$ cat config.mk
export PLATFORM = sky130hd
export DESIGN_NAME = score_board
export DESIGN_NICKNAME = d
export VERILOG_FILES = /design/src/rtl/score_board.sv
export SDC_FILE = /design/constraint.sdc
export NUM_CORES = 1
export LEC_CHECK = 0
export BUFFER_PORTS_ARGS = -buffer_cell sky130_fd_sc_hd__buf_2
export CAP_MARGIN = 25
export CORE_MARGIN = 1.5
export CORE_UTILIZATION = 55
export DETAILED_ROUTE_END_ITERATION = 10
export HOLD_SLACK_MARGIN = 0.12
export PLACE_DENSITY = 0.77
export SLEW_MARGIN = 20
export SYNTH_ARGS = -nofsm -noshare
export SYNTH_HDL_FRONTEND = slang
export SYNTH_SLANG_ARGS = --single-unit
$ cat constraint.sdc
create_clock -name clk -period 6.77 [get_ports clk]
set_input_delay 1.354 -clock clk [delete_from_list [all_inputs] [get_ports clk]]
set_output_delay 1.354 -clock clk [all_outputs]
set_load 0.01 [all_outputs]
$ cat src/rtl/score_board.sv
// High-score table: ENTRIES slots kept sorted by score (descending), filled by a
// serial scan-then-insert engine, with a registered view port for a display mux.
module score_board #(
  parameter int ENTRIES = 4
) (
  input  logic        clk,
  input  logic        rst,
  input  logic [15:0] user_id,
  input  logic [15:0] score_in,
  input  logic        score_load,
  input  logic        view_next,
  input  logic        clear,
  output logic [31:0] scores_out,
  output logic [2:0]  view_index,
  output logic        busy,
  output logic        new_high,
  output logic [1:0]  fsm_state_o
);

  typedef enum logic [1:0] {
    IDLE   = 2'd0,
    SCAN   = 2'd1,
    INSERT = 2'd2
  } state_t;

  state_t              state_q, state_d;
  logic [2:0]          p_q, p_d;
  logic [2:0]          view_q, view_d;
  logic [15:0]         lat_id_q, lat_id_d;
  logic [15:0]         lat_score_q, lat_score_d;
  logic [ENTRIES-1:0]  valid_q, valid_d;
  logic [15:0]         id_q [ENTRIES];
  logic [15:0]         id_d [ENTRIES];
  logic [15:0]         sc_q [ENTRIES];
  logic [15:0]         sc_d [ENTRIES];
  logic [31:0]         scores_out_q, scores_out_d;

  logic                cur_valid;
  logic [15:0]         cur_score;
  logic                match;
  logic                last_slot;

  // Slot under the scan pointer, and the slot under the view pointer.
  always_comb begin
    cur_valid    = 1'b0;
    cur_score    = '0;
    scores_out_d = '0;
    for (int k = 0; k < ENTRIES; k++) begin
      if (p_q == 3'(k)) begin
        cur_valid = valid_q[k];
        cur_score = sc_q[k];
      end
      if (view_q == 3'(k) && valid_q[k]) begin
        scores_out_d = {id_q[k], sc_q[k]};
      end
    end
  end

  // Strictly-greater keeps an older equal score ahead of the newcomer.
  assign match     = !cur_valid || (lat_score_q > cur_score);
  assign last_slot = (p_q == 3'(ENTRIES - 1));

  always_comb begin
    state_d     = state_q;
    p_d         = p_q;
    view_d      = view_q;
    lat_id_d    = lat_id_q;
    lat_score_d = lat_score_q;
    valid_d     = valid_q;
    id_d        = id_q;
    sc_d        = sc_q;

    case (state_q)
      IDLE: begin
        if (score_load) begin
          lat_id_d    = user_id;
          lat_score_d = score_in;
          p_d         = '0;
          state_d     = SCAN;
        end
      end
      SCAN: begin
        if (match) begin
          state_d = INSERT;
        end else if (last_slot) begin
          state_d = IDLE;
        end else begin
          p_d = p_q + 3'd1;
        end
      end
      INSERT: begin
        state_d = IDLE;
        for (int k = 1; k < ENTRIES; k++) begin
          if (3'(k) > p_q) begin
            valid_d[k] = valid_q[k-1];
            id_d[k]    = id_q[k-1];
            sc_d[k]    = sc_q[k-1];
          end
        end
        for (int k = 0; k < ENTRIES; k++) begin
          if (p_q == 3'(k)) begin
            valid_d[k] = 1'b1;
            id_d[k]    = lat_id_q;
            sc_d[k]    = lat_score_q;
          end
        end
      end
      default: state_d = IDLE;
    endcase

    if (view_next) begin
      view_d = (view_q == 3'(ENTRIES - 1)) ? 3'd0 : view_q + 3'd1;
    end

    // Clear wins over any submission in flight and over view_next.
    if (clear) begin
      state_d = IDLE;
      p_d     = '0;
      valid_d = '0;
      view_d  = '0;
    end
  end

  always_ff @(posedge clk or posedge rst) begin
    if (rst) begin
      state_q      <= IDLE;
      p_q          <= '0;
      view_q       <= '0;
      lat_id_q     <= '0;
      lat_score_q  <= '0;
      valid_q      <= '0;
      scores_out_q <= '0;
      for (int k = 0; k < ENTRIES; k++) begin
        id_q[k] <= '0;
        sc_q[k] <= '0;
      end
    end else begin
      state_q      <= state_d;
      p_q          <= p_d;
      view_q       <= view_d;
      lat_id_q     <= lat_id_d;
      lat_score_q  <= lat_score_d;
      valid_q      <= valid_d;
      scores_out_q <= scores_out_d;
      id_q         <= id_d;
      sc_q         <= sc_d;
    end
  end

  assign scores_out  = scores_out_q;
  assign view_index  = view_q;
  assign busy        = (state_q != IDLE);
  assign new_high    = (state_q == INSERT) && (p_q == 3'd0);
  assign fsm_state_o = state_q;

endmodule

==> out/metrics.yaml, run 1 <==
outcome:
  status: "finished clean"
timing:
  finalCritPeriodShare: 0.683
  slew_headroom: 0.330
  fin_crit_ps: 4620
  fmax_mhz: 216
  rsz0062_at_grt: "no"
  finClkSkew_ps: 18.6
  worst_slack_ps: 2150
  finalMaxSlewViolations: 0
  setup_tns_ps: 0
  timing_hold_violations_final: 0
  setup_viol: 0
  worst_pin_slew_ps: 1000
cts:
  hold_buffers: 0
  post_cts_buffers: 0
  insertion_delay_ps: 510
  cts_resized: 0
  clk_path_buf_depth: 3
  cts.sinks: 204
  htreeDepth: 1
  clkTransAtPathRegs_ps: 60
  cts_tree: "yes"
  cts_buffers: 22
  root_buffer: "clkbuf_16"
routing:
  first_iter_violations: 617
  totalWireLength_mm: 22.6
  num_vias: 7633
  avgRoutedWirePerCell_microns: 17.4
  viasPerCell: 5.88
  drcViolationCount: 0
  drt_pre_antenna_iters: 6
  ant_nets: 0
yosys:
  synth.net_count: 1072
  yosysUniqueCellTypes: 46
  postSynthCellCount: 1012
  synth_area_leaders: "dfrtp_1, mux2_2, nand2_1"
  yosysSeqAreaShare: 0.515
  synth.yosys.warnings: 0
  synth_area_sq_um: 9920
  synth-edff-count: 0
  yosys_register_bits: 204
  ys.flop_type: "dfrtp_1"
  ys_async_sr_fraction: 1.00
  synth.avg_cell_area_sq_um: 9.80
  synth_top_cell_by_area: "dfrtp_1"
  synth.top_cell.area_share: 0.515
setup_path:
  r2r_slack_ps: 2150
  critical_path.startpoint: "p_q[0]"
  worstRegToRegCells: 15
  r2r_start: "p_q[0]"
  cp_num_buf_inv: 3
  path_class: "reg -> reg"
  cpLargestDelayFamily: "simple AND/OR/NAND/NOR gates"
  cp_data_arrival_time_ps: 5040
  worstSetupStartpointType: "flip-flop"
  crit_cells: 15
  cp_slowest_cell: "nor2b_4"
  critPathCaptureType: "flip-flop"
  critPathMaxFanout: 33
  worst_r2r_endpoint: "p_q[0]"
  critPathCapture: "p_q[0]"
  required_ps: 7190
  crit_chain: "inv_1, ha_1, nor2b_4, buf_4, buf_4, nor2b_1, a222oi_1, nand2_1, o21ai_0, ha_1, a21o_2, o21ai_0, a31oi_2, or4b_1, o211ai_2"
  slowest_delay_ps: 810
placed_design:
  hpwl_mm: 13.5
  routabilityCongestion: 0.839
  post-place-ws_ps: 2220
  portBuffers: 75
floorplanning:
  core_sq_um: 17500
  initial_core_util: 0.568
  die_h_microns: 137
  dieWidth_microns: 137
  die_area_sq_um: 18800
  row_count: 48
  boundaryPins: 76
finish:
  num_antenna_cells: 0
  fillers: 1427
  drive_gt1_frac: 0.199
  syn2layout_area_growth_pct: 13.7
  multi_input_area_sq_um: 4540
  nNetsFinal: 1117
  layout.area.seq_sq_um: 5100
power_and_ir_drop:
  leakage_uw: 0.00512
  clkPwrFrac: 0.304
  p_sw_uw: 1280
  switching_share: 0.312
  intPower_uw: 2840
  p_per_area_nw_per_um2: 365
  irDropWorstVdd_mv: 0.218
  p_seq_frac: 0.481
  share_comb_of_total_power: 0.215
global_routing:
  grt_pass1_vias: 7470
  grt_pass1_wl_mm: 37.4
  track_usage: 0.251
  grt_overflow_total: 0
  antenna_found_initial: 0
  grt_max_degree: 77
job:
  cap_violations: 0
hold_path:
  hold_path.class: "reg -> reg"
-- layout by cell type, fill, tap and decap left out, types with 4 or more instances in the layout --
master	n
a21oi_1	87
a222oi_1	14
a22oi_1	32
a31oi_1	33
buf_2	75
buf_4	16
clkbuf_16	22
clkbuf_8	5
clkinv_2	6
dfrtp_1	204
ha_1	23
inv_1	10
mux2_2	64
mux2i_1	52
nand2_1	160
nand2b_1	4
nor2_1	109
nor2_4	4
nor2b_1	16
o21ai_0	83
-- flip-flops by register name (all words and copies together) (netlist names) --
name	count
id_q	64
sc_q	64
scores_out	32
lat_id_q	16
lat_score_q	16
valid_q	4
p_q	3
view_index	3
fsm_state_o	2
-- cells in the mapped netlist, drive strengths merged, types with 3 or more instances --
| master | instances |
|---|---|
| inv | 11 |
| o21ai | 86 |
| o211ai | 3 |
| nor2 | 114 |
| a21o | 4 |
| mux2 | 64 |
| nand3 | 3 |
| nor2b | 17 |
| mux2i | 52 |
| a222oi | 14 |
| a22oi | 32 |
| ha | 23 |
| and2 | 3 |
| dfrtp | 204 |
| a21oi | 87 |
| nand2 | 160 |
| nand2b | 4 |
| clkbuf | 42 |
| buf | 30 |
| a31oi | 34 |
| nor3b | 4 |
-- per-stage QoR --
stage          power (uW)  cells  cell area, sq um   util  hold slack, ps
2_1_floorplan        2600   1012              9920      -             451
3_3_place_gp         2800   1256             10500  0.599             469
3_5_place_dp         2860   1257             10500  0.600             476
4_1_cts              4130   1297             11300  0.644             496
5_1_grt              4370   1298             11300  0.645             518
6_report             4120   1298             11300  0.645             487
-- logic make-up (layout without fill, tap and decap cells) --
group / after synthesis / in the layout / synth area share
muxes: 116 / 116 / 0.125
DFF: 204 / 204 / 0.515
AOI/OAI and AO/OA: 266 / 266 / 0.161
adders and majority gates: 23 / 23 / 0.0290
and+or+nand+nor: 320 / 320 / 0.136
buffers and inverters: 83 / 144 / 0.0342
-- layer usage --
| layer | track usage | routed length, microns | vias up | share of wire |
|---|---|---|---|---|
| met5 | 0 | 0 | - | 0 |
| met4 | 0.0807 | 459 | 0 | 0.020 |
| met3 | 0.0338 | 1210 | 37 | 0.053 |
| met2 | 0.406 | 10700 | 213 | 0.47 |
| met1 | 0.351 | 10200 | 3733 | 0.45 |
| li1 | - | - | 3650 | - |
-- power by group through the flow --
| stage | clock [uW] | combinational [uW] | sequential [uW] |
|---|---|---|---|
| global route | 1320 | 1020 | 2030 |
| finish | 1250 | 884 | 1980 |
| detailed placement | 0 | 878 | 1990 |
| CTS | 1270 | 887 | 1970 |
| floorplan | 0 | 718 | 1880 |
| global placement | 0 | 831 | 1970 |
-- worst min-delay path by stage --
| stage | start | endpoint | cells after the start |
|---|---|---|---|
| 3_5_place_dp | id_q[4] | scores_out[20] | 2 |
| 5_1_grt | id_q[4] | scores_out[20] | 2 |
| 2_1_floorplan | id_q[0] | scores_out[16] | 2 |
| 6_report | id_q[6] | scores_out[22] | 2 |
| 4_1_cts | id_q[6] | scores_out[22] | 2 |
| 3_3_place_gp | id_q[1] | scores_out[17] | 2 |
-- layout make-up --
| cell class | instances | area share |
|---|---|---|
| clock buffer | 30 | 0.0559 |
| timing repair buffer | 93 | 0.0481 |
| multi-input combinational | 725 | 0.402 |
| tap | 225 | 0.0250 |
| sequential | 204 | 0.453 |
| clock inverter | 10 | 0.0121 |
| inverter | 11 | 0.00399 |
-- worst reg2reg max path, delay by kind of cell (launching register included) --
kind / cells / cell delay, ps
simple gates: 4 / 1540
fa+ha+maj: 2 / 620
flops: 1 / 480
compound gates: 6 / 1060
buf+inv: 3 / 830
Note: power is estimated with default switching activity, not from simulation.
==> run 2: changes to the inputs <==
--- a/config.mk
+++ b/config.mk
@@ -8,10 +8,10 @@
 export BUFFER_PORTS_ARGS = -buffer_cell sky130_fd_sc_hd__buf_2
 export CAP_MARGIN = 25
 export CORE_MARGIN = 1.5
-export CORE_UTILIZATION = 55
+export CORE_UTILIZATION = 60
 export DETAILED_ROUTE_END_ITERATION = 10
 export HOLD_SLACK_MARGIN = 0.12
-export PLACE_DENSITY = 0.77
+export PLACE_DENSITY = 0.8
 export SLEW_MARGIN = 20
 export SYNTH_ARGS = -nofsm -noshare
 export SYNTH_HDL_FRONTEND = slang
==> constraint.sdc (replaced) <==
create_clock -name clk -period 4.8 [get_ports clk]
set_input_delay 0.96 -clock clk [delete_from_list [all_inputs] [get_ports clk]]
set_output_delay 0.96 -clock clk [all_outputs]
set_load 0.01 [all_outputs]
==> run 2 against run 1 <==
Effect of this change: total power grew 38%; global-route usage rose by 1.5 points; largest power group unchanged; clock skew shrank 3.3 ps; final area down 0.39%; first-iteration DRC count up 44%; sequential power is 41% higher.
==> out/metrics.yaml, run 2 (same netlist as run 1, synthesis figures left out) <==
outcome:
  status: "finished clean"
cts:
  cts.sinks: 204  # unchanged
  cts_resized: 0  # unchanged
  clkTransAtPathRegs_ps: 60  # about the same
  root_buffer: "clkbuf_16"
  clk_path_buf_depth: 3  # unchanged
  cts_buffers: 22  # unchanged
  htreeDepth: 1  # unchanged
  cts_tree: "yes"
  post_cts_buffers: 0  # unchanged
  insertion_delay_ps: 510  # about the same
  hold_buffers: 0  # unchanged
routing:
  viasPerCell: 5.93  # +0.78%
  first_iter_violations: 888  # +44%
  avgRoutedWirePerCell_microns: 17.6  # +0.77%
  drcViolationCount: 0  # unchanged
  drt_pre_antenna_iters: 5  # -1
  totalWireLength_mm: 22.6  # about the same
  num_vias: 7627  # -0.079%
  ant_nets: 0  # unchanged
timing:
  rsz0062_at_grt: "no"
  fmax_mhz: 243  # +12%
  setup_tns_ps: 0  # unchanged
  slew_headroom: 0.266  # -0.0638
  fin_crit_ps: 4110  # -506 ps
  finalMaxSlewViolations: 0  # unchanged
  setup_viol: 0  # unchanged
  finalCritPeriodShare: 0.857  # +0.175
  timing_hold_violations_final: 0  # unchanged
  finClkSkew_ps: 15.4  # -3.27 ps
  worst_pin_slew_ps: 1100  # +95.4 ps
global_routing:
  grt_overflow_total: 0  # unchanged
  grt_pass1_wl_mm: 37.4  # about the same
  track_usage: 0.265  # +0.0148
  grt_pass1_vias: 7433  # -0.50%
  grt_max_degree: 131  # +70%
  antenna_found_initial: 0  # unchanged
setup_path:
  worstRegToRegCells: 15  # unchanged
  required_ps: 5220  # -1970 ps
  crit_chain: "inv_1, ha_1, nor2b_4, buf_12, nor2b_1, a222oi_1, nand2_1, o21ai_0, ha_1, a21oi_1, nor3_1, a2111oi_4, a31oi_2, or4b_1, o211ai_2"
  path_class: "reg -> reg"
  cp_slowest_cell: "nor2b_4"
  crit_top_cell: "ha_1"
  r2r_slack_ps: 690  # -1460 ps
  cp_data_arrival_time_ps: 4530  # -510 ps
  r2r_start: "p_q[0]"
  slowest_delay_ps: 590  # -220 ps
  worstSetupStartpointType: "flip-flop"
  worst_r2r_endpoint: "p_q[0]"
  critPathCaptureType: "flip-flop"
  critPathMaxFanout: 33  # unchanged
floorplanning:
  initial_core_util: 0.620  # +0.0524
  die_area_sq_um: 17300  # -8.2%
  row_count: 46  # -4.2%
  core_sq_um: 16000  # -8.4%
  die_h_microns: 132  # -4.2%
  boundaryPins: 76  # unchanged
  dieWidth_microns: 132  # -4.2%
job:
  cap_violations: 0  # unchanged
power_and_ir_drop:
  p_per_area_nw_per_um2: 507  # +39%
  leakage_uw: 0.00509  # -0.55%
  irDropWorstVdd_mv: 0.304  # +39%
hold_path:
  hold_depth: 2  # unchanged
  min-delay-start: "id_q[2]"
  hold_path.class: "reg -> reg"
  min_to: "scores_out[18]"
placed_design:
  hpwl_mm: 13.3  # -1.6%
  routabilityCongestion: 0.853  # +1.7%
  portBuffers: 75  # unchanged
  placed_cells: 1247  # -0.80%
finish:
  nNetsFinal: 1115  # -0.18%
  syn2layout_area_growth_pct: 13.3
  fillers: 1206  # -15%
  layout_common_cells: "dfrtp_1, nand2_1, nor2_1"
  instances_no_fill: 1287  # -0.85%
  num_antenna_cells: 0  # unchanged
  layout_commonest_cell: "dfrtp_1"
  drive_gt1_frac: 0.193  # -0.00523
## run 2: area by class of cell
| class | instances | area (sq um) | share of cell area |
|---|---|---|---|
| multi-input combinational | 725 | 4540 | 0.404 |
| timing repair buffer | 91 | 553 | 0.0492 |
| inverter | 11 | 45.0 | 0.00401 |
| clock buffer | 35 | 659 | 0.0587 |
| tap | 216 | 270 | 0.0241 |
| sequential | 204 | 5100 | 0.454 |
| clock inverter | 5 | 65.1 | 0.00579 |
## run 2: critical path, delay by kind of cell, from the launching register on
kind | cells | cell delay [ps]
AND/OR/NAND/NOR | 5 | 1390
AO/OA/AOI/OAI | 6 | 1140
buffers and inverters | 2 | 410
flip-flops | 1 | 470
adder cells (fa/ha/maj) | 2 | 620
## run 2: where the power goes
| group | switching (uW) | internal (uW) |
|---|---|---|
| Combinational | 619 | 634 |
| Clock | 662 | 998 |
| Sequential | 507 | 2280 |
| Total | 1790 | 3910 |
## run 2: how the worst max path moves through the flow
stage | startpoint | to | slack [ps] | cells past startpoint
after floorplan | rst | fsm_state_o[0] | 1200 | 1
after global placement | p_q[0] | p_q[0] | 870 | 15
after global routing | p_q[0] | p_q[0] | 460 | 14
after CTS | p_q[0] | p_q[0] | 720 | 15
final | p_q[0] | p_q[0] | 690 | 15
after detailed placement | p_q[0] | p_q[0] | 750 | 15
## run 2: metrics by stage
step,total power (uW),setup slack (ps),hold WS [ps],instance area (sq um),utilization
2_1_floorplan,3670,1200,451,9920,-
3_3_place_gp,3940,867,467,10500,0.655
3_5_place_dp,4030,747,473,10500,0.657
4_1_cts,5720,717,487,11200,0.702
5_1_grt,6050,455,523,11200,0.702
6_report,5700,686,489,11200,0.702
## run 2: routing by layer
layer | part of all wire | vias to the layer above | routed length, microns | GRT usage
met3 | 0.066 | 51 | 1480 | 0.0301
met2 | 0.48 | 290 | 10900 | 0.440
met1 | 0.43 | 3630 | 9650 | 0.362
li1 | - | 3656 | - | -
met4 | 0.024 | 0 | 532 | 0.100
met5 | 0 | - | 0 | 0
==> run 3: changes to the inputs <==
--- a/config.mk
+++ b/config.mk
@@ -7,11 +7,13 @@
 export LEC_CHECK = 0
 export BUFFER_PORTS_ARGS = -buffer_cell sky130_fd_sc_hd__buf_2
 export CAP_MARGIN = 25
+export CELL_PAD_IN_SITES_DETAIL_PLACEMENT = 0
+export CELL_PAD_IN_SITES_GLOBAL_PLACEMENT = 1
 export CORE_MARGIN = 1.5
-export CORE_UTILIZATION = 60
+export CORE_UTILIZATION = 47
 export DETAILED_ROUTE_END_ITERATION = 10
 export HOLD_SLACK_MARGIN = 0.12
-export PLACE_DENSITY = 0.8
+export PLACE_DENSITY_LB_ADDON = 0.1
 export SLEW_MARGIN = 20
 export SYNTH_ARGS = -nofsm -noshare
 export SYNTH_HDL_FRONTEND = slang
==> run 3 against run 2 <==
Effect of this change: sequential share of layout area shrank 0.69 points; final area increased by 1.5%; via count fell by 1.8%; total power rose by 1.5%; register-to-register slack better by 40 ps; sequential power is essentially flat; maximum frequency increased by 0.94%; critical path depth stayed put; clock power grew 7%; hold slack worse by 7.3 ps; critical path type unchanged; critical endpoint is now fsm_state_o[0].
==> out/metrics.yaml, run 3 (same netlist as run 1, synthesis figures left out) <==
timing:
  worst_pin_slew_ps: 934  # -164 ps
  finalCritPeriodShare: 0.849  # -0.00796
  finClkSkew_ps: 8.30  # -7.05 ps
  setup_tns_ps: 0  # unchanged
  setup_viol: 0  # unchanged
  rsz0062_at_grt: "no"
  slew_headroom: 0.376  # +0.110
  fin_crit_ps: 4080  # -38.2 ps
  worst_slack_ps: 724  # +38.2 ps
  fmax_mhz: 245  # +0.94%
  finalMaxSlewViolations: 0  # unchanged
  timing_hold_violations_final: 0  # unchanged
routing:
  first_iter_violations: 455  # -49%
  totalWireLength_mm: 23.9  # +5.6%
  drcViolationCount: 0  # unchanged
  ant_nets: 0  # unchanged
  avgRoutedWirePerCell_microns: 17.6  # +0.46%
  drt_pre_antenna_iters: 7  # +2
  num_vias: 7491  # -1.8%
  viasPerCell: 5.54  # -6.6%
placed_design:
  routabilityCongestion: 0.769  # -9.8%
  post-place-ws_ps: 782  # +35.6 ps
  portBuffers: 75  # unchanged
  placement.cell_area_sq_um: 10600  # +1.1%
  hpwl_mm: 14.8  # +11%
finish:
  layout_commonest_cell: "dfrtp_1"
  drive_gt1_frac: 0.204  # +0.0108
  num_antenna_cells: 0  # unchanged
  nNetsFinal: 1127  # +1.1%
  syn2layout_area_growth_pct: 15.0
  layout_common_cells: "dfrtp_1, nand2_1, nor2_1"
  design_area_sq_um: 11400  # +1.5%
outcome:
  status: "finished clean"
cts:
  post_cts_buffers: 0  # unchanged
  clk_path_buf_depth: 3  # unchanged
  cts_resized: 0  # unchanged
  insertion_delay_ps: 510  # about the same
  clkTransAtPathRegs_ps: 60  # about the same
  cts_buffers: 24  # +9.1%
  root_buffer: "clkbuf_16"
  htreeDepth: 1  # unchanged
  hold_buffers: 0  # unchanged
  cts.sinks: 204  # unchanged
  cts_tree: "yes"
power_and_ir_drop:
  leakage_uw: 0.00516  # +1.5%
  irDropWorstVdd_mv: 0.342  # +13%
  p_per_area_nw_per_um2: 507  # about the same
setup_path:
  worstSetupStartpointType: "flip-flop"
  critPathCaptureType: "flip-flop"
  cp_data_arrival_time_ps: 4480  # -50 ps
  path_class: "reg -> reg"
  required_ps: 5200  # -20 ps
  critPathMaxFanout: 21  # -36%
global_routing:
  grt_pass1_wl_mm: 39.6  # +5.7%
  grt_overflow_total: 0  # unchanged
  track_usage: 0.227  # -0.0383
  grt_pass1_vias: 7373  # -0.81%
  antenna_found_initial: 0  # unchanged
  grt_max_degree: 131  # unchanged
floorplanning:
  die_area_sq_um: 22000  # +27%
  initial_core_util: 0.484  # -0.136
  row_count: 52  # +13%
  core_sq_um: 20500  # +28%
  dieWidth_microns: 148  # +13%
  boundaryPins: 76  # unchanged
  die_h_microns: 148  # +13%
job:
  cap_violations: 0  # unchanged
hold_path:
  hold_path.class: "reg -> reg"
-- run 3: worst max-delay path, stage by stage, from the launching register on --
cell	delay (ps)
dfrtp_1	480
inv_1	150
ha_1	350
nor2b_4	530
buf_4	280
nor2b_1	80
a222oi_1	320
nand2_1	80
o21ai_0	80
ha_1	170
a41o_1	170
a21oi_1	50
or4_1	420
a31oi_2	390
nor2_1	140
a32o_1	270
-- run 3: path summary, 6_finish.rpt --
kind	startpoint	to	slack, ps	depth (start not counted)
setup / recovery	p_q[0]	fsm_state_o[0]	720	15
hold / removal	id_q[5]	scores_out[21]	480	2
setup reg to reg	p_q[0]	fsm_state_o[0]	720	15
hold reg to reg	id_q[5]	scores_out[21]	480	2
max in group asynchronous	rst	id_q[24]	3010	3
min in group asynchronous	rst	scores_out[16]	600	2
-- run 3: through the flow --
stage	total power [uW]	hold WS, ps	util	std cells
2_1_floorplan	3670	451	-	1012
3_3_place_gp	4000	465	0.517	1310
3_5_place_dp	4030	466	0.518	1311
4_1_cts	5840	485	0.557	1353
5_1_grt	6200	513	0.557	1353
6_report	5790	482	0.557	1353
-- run 3: cell type report --
cell class,instances,area [sq um]
fillers,1895,9080
flip-flops and latches,204,5100
multi-input cells,725,4530
clock buffers,36,727
repair buffers,101,603
well taps,270,338
clock inverters,6,57.6
inverters,11,45.0
-- run 3: routing by layer --
layer	GRT usage	up-vias	share of wire	wire, microns
li1	-	3671	-	-
met1	0.323	3649	0.48	11400
met2	0.378	148	0.47	11200
met3	0.0307	23	0.043	1020
met4	0.0366	0	0.012	284
met5	0	-	0	0
-- run 3: where the power goes --
part / leakage, uW / internal [uW] / switching, uW
Clock: 0.000387 / 1090 / 691
Sequential: 0.00248 / 2280 / 498
Combinational: 0.00229 / 631 / 593
